[src/rtl/pwm_capture.sv]
// pwm_capture: measures an external PWM line and reports its duty (0-255)
// and its period in clock cycles. Duty is found with an 8-step restoring
// division of high time by period, one quotient bit per clock.
module pwm_capture #(
    parameter int CNT_W   = 24,
    parameter int TIMEOUT = 16777215
) (
    input  logic             CLOCK_50,
    input  logic             RESET_N,
    input  logic             PWM_IN,
    output logic [7:0]       DUTY,
    output logic [CNT_W-1:0] PERIOD,
    output logic             VALID,
    output logic             STUCK
);

    localparam logic [CNT_W-1:0] TO_VAL = CNT_W'(TIMEOUT);

    typedef enum logic [1:0] {IDLE, MEASURE, DIVIDE} state_t;

    state_t           state;
    logic             sync1, pwm_s, prev;
    logic             rise, timeout, to_seen;
    logic [CNT_W-1:0] per_cnt, high_cnt, p;
    logic [CNT_W:0]   rem, rem_sh, rem_nxt;
    logic [7:0]       q, q_nxt;
    logic [2:0]       iter;
    logic             ovf, ge;

    assign rise    = pwm_s & ~prev;
    // Fire once per stuck episode; to_seen is re-armed by the next rise.
    assign timeout = (per_cnt == TO_VAL) && !to_seen;

    // Two-flop synchronizer plus a delayed copy for edge detection.
    always_ff @(posedge CLOCK_50 or negedge RESET_N) begin
        if (!RESET_N) begin
            sync1 <= 1'b0;
            pwm_s <= 1'b0;
            prev  <= 1'b0;
        end else begin
            sync1 <= PWM_IN;
            pwm_s <= sync1;
            prev  <= pwm_s;
        end
    end

    // Period and high-time counters restart on every rise, in every state.
    always_ff @(posedge CLOCK_50 or negedge RESET_N) begin
        if (!RESET_N) begin
            per_cnt  <= '0;
            high_cnt <= '0;
            to_seen  <= 1'b0;
        end else begin
            if (rise)
                per_cnt <= CNT_W'(1);
            else if (per_cnt != TO_VAL)
                per_cnt <= per_cnt + CNT_W'(1);

            // Saturate too, so a line held high cannot wrap the counter.
            if (rise)
                high_cnt <= CNT_W'(1);
            else if (pwm_s && high_cnt != TO_VAL)
                high_cnt <= high_cnt + CNT_W'(1);

            if (rise)
                to_seen <= 1'b0;
            else if (timeout)
                to_seen <= 1'b1;
        end
    end

    // One restoring-division step: shift remainder, subtract period if it fits.
    always_comb begin
        rem_sh  = rem << 1;
        ge      = (rem_sh >= {1'b0, p});
        rem_nxt = ge ? (rem_sh - {1'b0, p}) : rem_sh;
        q_nxt   = {q[6:0], ge};
    end

    // Control FSM: arm, latch a sample, divide, publish; timeout overrides all.
    always_ff @(posedge CLOCK_50 or negedge RESET_N) begin
        if (!RESET_N) begin
            state  <= IDLE;
            p      <= '0;
            rem    <= '0;
            q      <= '0;
            iter   <= '0;
            ovf    <= 1'b0;
            DUTY   <= '0;
            PERIOD <= '0;
            VALID  <= 1'b0;
            STUCK  <= 1'b0;
        end else begin
            VALID <= 1'b0;
            if (timeout) begin
                STUCK  <= 1'b1;
                DUTY   <= pwm_s ? 8'hFF : 8'h00;
                PERIOD <= '0;
                VALID  <= 1'b1;
                state  <= IDLE;
            end else begin
                case (state)
                    IDLE: begin
                        // First rise only starts a period; nothing to report yet.
                        if (rise) state <= MEASURE;
                    end
                    MEASURE: begin
                        if (rise) begin
                            p     <= per_cnt;
                            rem   <= {1'b0, high_cnt};
                            q     <= '0;
                            iter  <= '0;
                            ovf   <= (high_cnt >= per_cnt);
                            state <= DIVIDE;
                        end
                    end
                    DIVIDE: begin
                        // Rises seen here are dropped; counters restart on their own.
                        rem  <= rem_nxt;
                        q    <= q_nxt;
                        iter <= iter + 3'd1;
                        if (iter == 3'd7) begin
                            DUTY   <= ovf ? 8'hFF : q_nxt;
                            PERIOD <= p;
                            VALID  <= 1'b1;
                            STUCK  <= 1'b0;
                            state  <= MEASURE;
                        end
                    end
                    default: state <= IDLE;
                endcase
            end
        end
    end

endmodule

[config.mk]
export PLATFORM = sky130hd
export DESIGN_NAME = pwm_capture
export DESIGN_NICKNAME = d
export VERILOG_FILES = /design/src/rtl/pwm_capture.sv
export SDC_FILE = /design/constraint.sdc
export NUM_CORES = 1
export LEC_CHECK = 0
export ABC_AREA = 1
export BUFFER_PORTS_ARGS = -buffer_cell sky130_fd_sc_hd__buf_2
export CORE_UTILIZATION = 60
export CTS_CLUSTER_DIAMETER = 120
export DETAILED_ROUTE_END_ITERATION = 10
export PLACE_DENSITY = 0.83
export SLEW_MARGIN = 20
export SYNTH_ARGS = -nofsm -noshare
export SYNTH_HDL_FRONTEND = slang
export SYNTH_SLANG_ARGS = --single-unit
[constraint.sdc]
create_clock -name CLOCK_50 -period 2.3 [get_ports CLOCK_50]
set_clock_uncertainty 0.05 [all_clocks]
set_input_delay 0.115 -clock CLOCK_50 [delete_from_list [all_inputs] [get_ports CLOCK_50]]
set_output_delay 0.115 -clock CLOCK_50 [all_outputs]
set_load 0.01 [all_outputs]
== After elaboration in Yosys (flattened, before gate mapping) ==
Cells that the tools add are included.
Word-level totals
  register bits after elaboration: 147
  bits of input ports: 3
  output and inout bits: 34
  logic and storage cells: 81
Cells by class
  add/subtract/negate cells: 4
  $lt $le $gt $ge: 2
  eq/ne operators: 10
  muxes and demuxes: 32
  bitwise operators: 3
  reductions and logical operators: 14
Operator list (number)
  24-bit 2-to-1 mux: 9
  24-bit by 1-bit adder with 24-bit output, second input constant: 2
  24-bit != test, second input constant: 2
  24-bit one-hot mux with 2 select lines: 1
  8-bit 2-to-1 mux: 5
  25-bit by 24-bit greater-or-equal comparator with 1-bit output: 1
  24-bit equality test, second input constant: 1
  24-bit greater-or-equal comparator: 1
  24-bit subtractor: 1
  7-bit one-hot mux with 2 select lines: 1
  2-bit nonzero test: 6
  3-bit != test, second input constant: 3
  3-bit AND reduction: 3
  1-bit 2-to-1 mux: 8
  2-bit 2-to-1 mux: 4
  7-bit 2-to-1 mux: 1
  2-bit one-hot mux with 3 select lines: 1
  3-bit one-hot mux with 2 select lines: 1
  3-bit by 1-bit adder with 3-bit output, second input constant: 1
  3-bit equality test, second input constant: 1
  3-bit 2-to-1 mux: 1
  2-bit by 1-bit equality test with 1-bit output, second input constant: 1
  2-bit equality test, second input constant: 1
  1-bit logical AND: 2
  other kinds (6): 7

== Depth between registers and ports, before layout ==
  depth in word-level cells: 5
  gate-level depth with buffers: 14
  mapped depth without buffers: 14

== Least setup slack after synthesis ==
Ideal clock, no wire load.
  kind: register to register
  start point: register p[3]
  end point: register DUTY[0]
  library setup time: 124 ps
  data arrival time: 1919 ps
  data required time: 2126 ps
  setup slack: 207 ps
  cell stages (with the launch flop): 14
  buffers on the path: 1
  clock period less this slack: 2093 ps
  path through: dfrtp_1 -> inv_1 -> ha_1 -> nand2_1 -> inv_1 -> nand2_1 -> nand2_1 -> nand2_1 -> nand3_1 -> nand2_1 -> nand3_2 -> buf_2 -> o21ai_0 -> a21oi_2
Between the ends
  word-level cells in the longest chain between the ends: 5
RTL lines
  from (decl): line 24  | logic [CNT_W-1:0] per_cnt, high_cnt, p;
  from (signal assigned): line 109  | p <= per_cnt;
  25-bit by 24-bit greater-or-equal comparator with 1-bit output: line 75  | ge = (rem_sh >= {1'b0, p});
  8-bit 2-to-1 mux: line 123  | DUTY <= ovf ? 8'hFF : q_nxt;
  8-bit 2-to-1 mux: line 122  | if (iter == 3'd7) begin
  8-bit 2-to-1 mux: line 102  | case (state)
  8-bit 2-to-1 mux: line 95  | if (timeout) begin
  to (signal assigned): line 97  | DUTY <= pwm_s ? 8'hFF : 8'h00;
  to (signal assigned): line 123
  to (decl): line 11  | output logic [7:0] DUTY,
Every way passes these cells. The select of a mux whose other input is x is not followed.
A chain may end at the register's enable or synchronous reset.

== Worst setup path in the final report ==
  start point: register per_cnt[4]
  end point: register rem[4]
Between the ends
  word-level cells in the longest chain between the ends: 4
RTL lines
  from (decl): line 24
  from (signal assigned): line 57  | per_cnt <= per_cnt + CNT_W'(1);
  24-bit equality test: line 32  | assign timeout = (per_cnt == TO_VAL) && !to_seen;
  1-bit logical AND: line 32
  1-bit inverter (no line)
  3-bit AND reduction (no line)
  to (signal assigned): line 110  | rem <= {1'b0, high_cnt};
  to (signal assigned): line 119  | rem <= rem_nxt;
  to (decl): line 25  | logic [CNT_W:0] rem, rem_sh, rem_nxt;
Every way passes these cells.

==> flow_summary_export.csv <==
group,metric,value,unit
final_layout,seq_area,3680,um^2
clock_network,tritoncts,"built",
logic_synthesis,yosysSeqAreaShare,0.380,
min_path,hold_class,"primary input to asynchronous set/reset pin",
clock_network,cts.sinks,147,
floorplanning,ios,37,
routing,drc,0,
worst_setup_path,path_cells,"inv_1 -> nor4_1 -> nand2_1 -> nor2_1 -> nand3_1 -> nand2_2 -> buf_12 -> nor2_1 -> a21oi_1",
routing,drt_first_pass_iters,7,
logic_synthesis,synth_top_cell_by_area,"dfrtp_1",
worst_setup_path,r2r-end,"rem[4]$_DFFE_PN0P_",
final_layout,area_growth,19.0,%
final_layout,fin_nets,1526,
timing,final-max-slew-violation-count,0,
routing,ant_nets,0,
final_layout,final_layout_size_suffix_gt1_frac,0.147,
power,power,0.0131,W
logic_synthesis,synth_fp_nets,1437,
routing,maxUsedRoutingLayer,"met5",
worst_setup_path,endpoint_kind,"flip-flop",
global_routing,grt_util_all_layers,0.389,
place,dpl.hpwl,22.4,mm
worst_setup_path,cp_top_family,"simple AND/OR/NAND/NOR gates",
logic_synthesis,netlist_instances,1381,
clock_network,clkSlewWorstSetupHoldPaths,0.06,ns
worst_setup_path,crit_buf_inv,2,
floorplanning,start_util,0.612,
final_layout,fill_cells,1222,
logic_synthesis,synth_ff_type,"dfrtp_1",
routing,drt-met1-wl,12.0,mm
timing,fin_crit,2.30,ns
global_routing,grt_pass1_wl,48.8,mm
clock_network,cts-root-to-sink-buffers,2,
clock_network,numCtsBuffers,17,
logic_synthesis,synth_area,9680,um^2
worst_setup_path,worst-path-max-fanout,16,
worst_setup_path,crit_top_cell,"nor2_1",
clock_network,clock_latency,0.44,ns
timing,setup_viol_count_final,0,
worst_setup_path,r2r-start,"per_cnt[4]$_DFFE_PN0P_",
worst_setup_path,critical_path_class,"flip-flop to flip-flop",
global_routing,grt_pass1_vias,9434,
timing,period_share,1.00,
logic_synthesis,ys_ff_latch,147,
outcome,status,"finished clean",
logic_synthesis,yosysTopAreaCellShare,0.380,
routing,totalWireLength,31.3,mm
timing,slew_headroom,0.561,
logic_synthesis,synth-edff-count,0,
place,place_congestion,0.986,
clock_network,root_buffer,"clkbuf_16",
logic_synthesis,synthArstFlopShare,1.00,
timing,worst_slack,0.000717,ns
floorplanning,die_area,16700,um^2
floorplanning,num_rows,46,
power,p_per_area,1130,nW/um^2
logic_synthesis,syn_avg_cell_area,7.01,um^2
flow_run,maxCapViolCount,0,
place,dp_slack,-0.0626,ns
routing,wl_met2,14.6,mm
floorplanning,dieHeight,129,um
timing,max_freq,435,MHz
global_routing,grt-ovfl-total,0,
final_layout,multi_input_area,5320,um^2
final_layout,diodes,0,
power,p_leak,5.89,nW
clock_network,h-tree-depth,4,
worst_setup_path,crit_slowest_cell,"dfrtp_1",
routing,wl_met3,2.84,mm
timing,finalHoldViolCount,0,
place,port_buffers,36,
routing,drt_iter0_drc,1127,
worst_setup_path,r2r_slack,0.0007,ns
worst_setup_path,required,2.59,ns
logic_synthesis,yosysMostFrequentCell,"nand2_1",
routing,num_vias,9973,
logic_synthesis,synth_cell_types,50,
worst_setup_path,start_kind,"flip-flop",
floorplanning,core-area,15800,um^2
global_routing,antenna_found_initial,1,
routing,avgViaCountPerCell,5.87,
timing,tightest_slew,0.652,ns
worst_setup_path,cp.arrival,2.59,ns
logic_synthesis,synthTopCellsByArea,"dfrtp_1 38%, nand2_1 14%, inv_1 8.4%",
worst_setup_path,reg2regPathDepth,9,
worst_setup_path,cpPeakStageDelay,0.43,ns
power,peakVddDrop,0.702,mV
global_routing,grt_max_degree,58,
routing,wl_per_cell,18.4,um
logic_synthesis,synth_common_cells,"372 x nand2_1, 218 x inv_1, 162 x nor2_1",
logic_synthesis,ys_warn_count,0,
floorplanning,die_w,129,um
-- what timing repair did --
action / in CTS / in global routing
resized for setup: 0 / 77
buffers inserted: 2 / 13
pin swaps: 2 / 9
hold buffers: 2 / 0
gates cloned: 0 / 2
endpoints found under the setup margin: 43 / 100
endpoints found under the hold margin: 55 / 0
-- routing by layer --
| metal | global-route usage | up-vias |
|---|---|---|
| li1 | - | 4614 |
| met1 | 0.486 | 4621 |
| met2 | 0.640 | 569 |
| met4 | 0.206 | 2 |
| met5 | 0 | - |
| met3 | 0.0764 | 167 |
-- cell usage in the layout, fill, tap and decap left out, types with 4 or more instances in the layout --
| master | Yosys | final |
|---|---|---|
| ha_4 | 0 | 15 |
| xor2_1 | 7 | 7 |
| o21ai_1 | 5 | 6 |
| ha_1 | 52 | 33 |
| o31ai_1 | 6 | 6 |
| nand2_1 | 372 | 358 |
| nand2_2 | 3 | 14 |
| dfrtp_1 | 147 | 146 |
| a21oi_1 | 64 | 58 |
| inv_2 | 3 | 5 |
| nand4_1 | 45 | 45 |
| nor4_1 | 13 | 13 |
| nor2_1 | 162 | 155 |
| nand3_1 | 88 | 84 |
| clkbuf_16 | 0 | 19 |
| buf_2 | 9 | 35 |
| inv_1 | 218 | 215 |
| nand2_4 | 1 | 4 |
| o21ai_0 | 75 | 74 |
| a31oi_1 | 6 | 6 |
| buf_4 | 2 | 56 |
| ha_2 | 0 | 4 |
| inv_6 | 0 | 4 |
| nor2_2 | 1 | 4 |
| nor3_1 | 28 | 26 |
| clkinv_2 | 1 | 5 |
| buf_12 | 0 | 8 |
| nor2_4 | 1 | 5 |
| xnor2_1 | 11 | 11 |
| nand3_4 | 2 | 4 |
| a21oi_2 | 6 | 11 |
-- where the power goes --
| part | leakage, nW | internal, W | switching (W) |
|---|---|---|---|
| registers | 1.98 | 0.00297 | 0.000418 |
| clock network | 0.273 | 0.00150 | 0.00119 |
| logic | 3.64 | 0.00265 | 0.00434 |
| total | 5.89 | 0.00712 | 0.00595 |
-- cell type report --
class / instances / area share
tap: 216 / 0.0234
clock buffer: 18 / 0.0372
clock inverter: 14 / 0.0112
timing repair buffer: 105 / 0.0736
sequential: 147 / 0.319
multi-input combinational: 974 / 0.461
inverter: 225 / 0.0740
-- how the worst max path moves through the flow --
stage | startpoint | to | slack, ns | cells past startpoint
floorplan | p[3]$_DFFE_PN0P_ | DUTY[0]$_DFFE_PN0P_ | 0.21 | 13
global placement | per_cnt[0]$_DFFE_PN0P_ | PERIOD[10]$_DFFE_PN0P_ | -0.02 | 13
detailed placement | per_cnt[0]$_DFFE_PN0P_ | PERIOD[22]$_DFFE_PN0P_ | -0.06 | 13
CTS | per_cnt[0]$_DFFE_PN0P_ | PERIOD[22]$_DFFE_PN0P_ | 0.004 | 13
global route | rem[22]$_DFFE_PN0P_ | rem[4]$_DFFE_PN0P_ | -0.06 | 10
finish | per_cnt[4]$_DFFE_PN0P_ | rem[4]$_DFFE_PN0P_ | 0.0007 | 9
-- worst reg2reg max path, stage by stage, from the launching register on --
cell and delay (ns):
dfrtp_1 0.43, inv_1 0.08, nor4_1 0.30, nand2_1 0.11, nor2_1 0.24, nand3_1 0.25
nand2_2 0.25, buf_12 0.17, nor2_1 0.11, a21oi_1 0.24
-- logic make-up (layout without fill, tap and decap cells) --
group | count (synthesis) | after routing | share of synthesized area
and+or+nand+nor | 730 | 730 | 0.328
buffers and inverters | 260 | 362 | 0.109
AOI/OAI and AO/OA | 173 | 173 | 0.0975
DFF | 147 | 147 | 0.380
adders and majority gates | 53 | 53 | 0.0693
xor gates and xnor gates | 18 | 18 | 0.0163
-- sequential cells by signal, summed over array words and instances, names as in the netlist --
signal	cells
ovf	1
q	7
high_cnt	24
pwm_s	1
prev	1
STUCK	1
p	24
VALID	1
rem	24
state	2
sync1	1
PERIOD	24
to_seen	1
DUTY	8
per_cnt	24
iter	3
-- through the flow --
step           instance area [um^2]  utilization  hold slack (ns)  setup TNS, ns  cells
2_1_floorplan                  9680            -           -0.231              0   1381
3_3_place_gp                  10400        0.657           0.0661        -0.0592   1648
3_5_place_dp                  10400        0.657           0.0696          -1.09   1648
4_1_cts                       11000        0.694            0.183              0   1684
5_1_grt                       11500        0.728            0.250         -0.519   1699
6_report                      11500        0.728            0.184              0   1699
(Power assumes the default switching activity.)
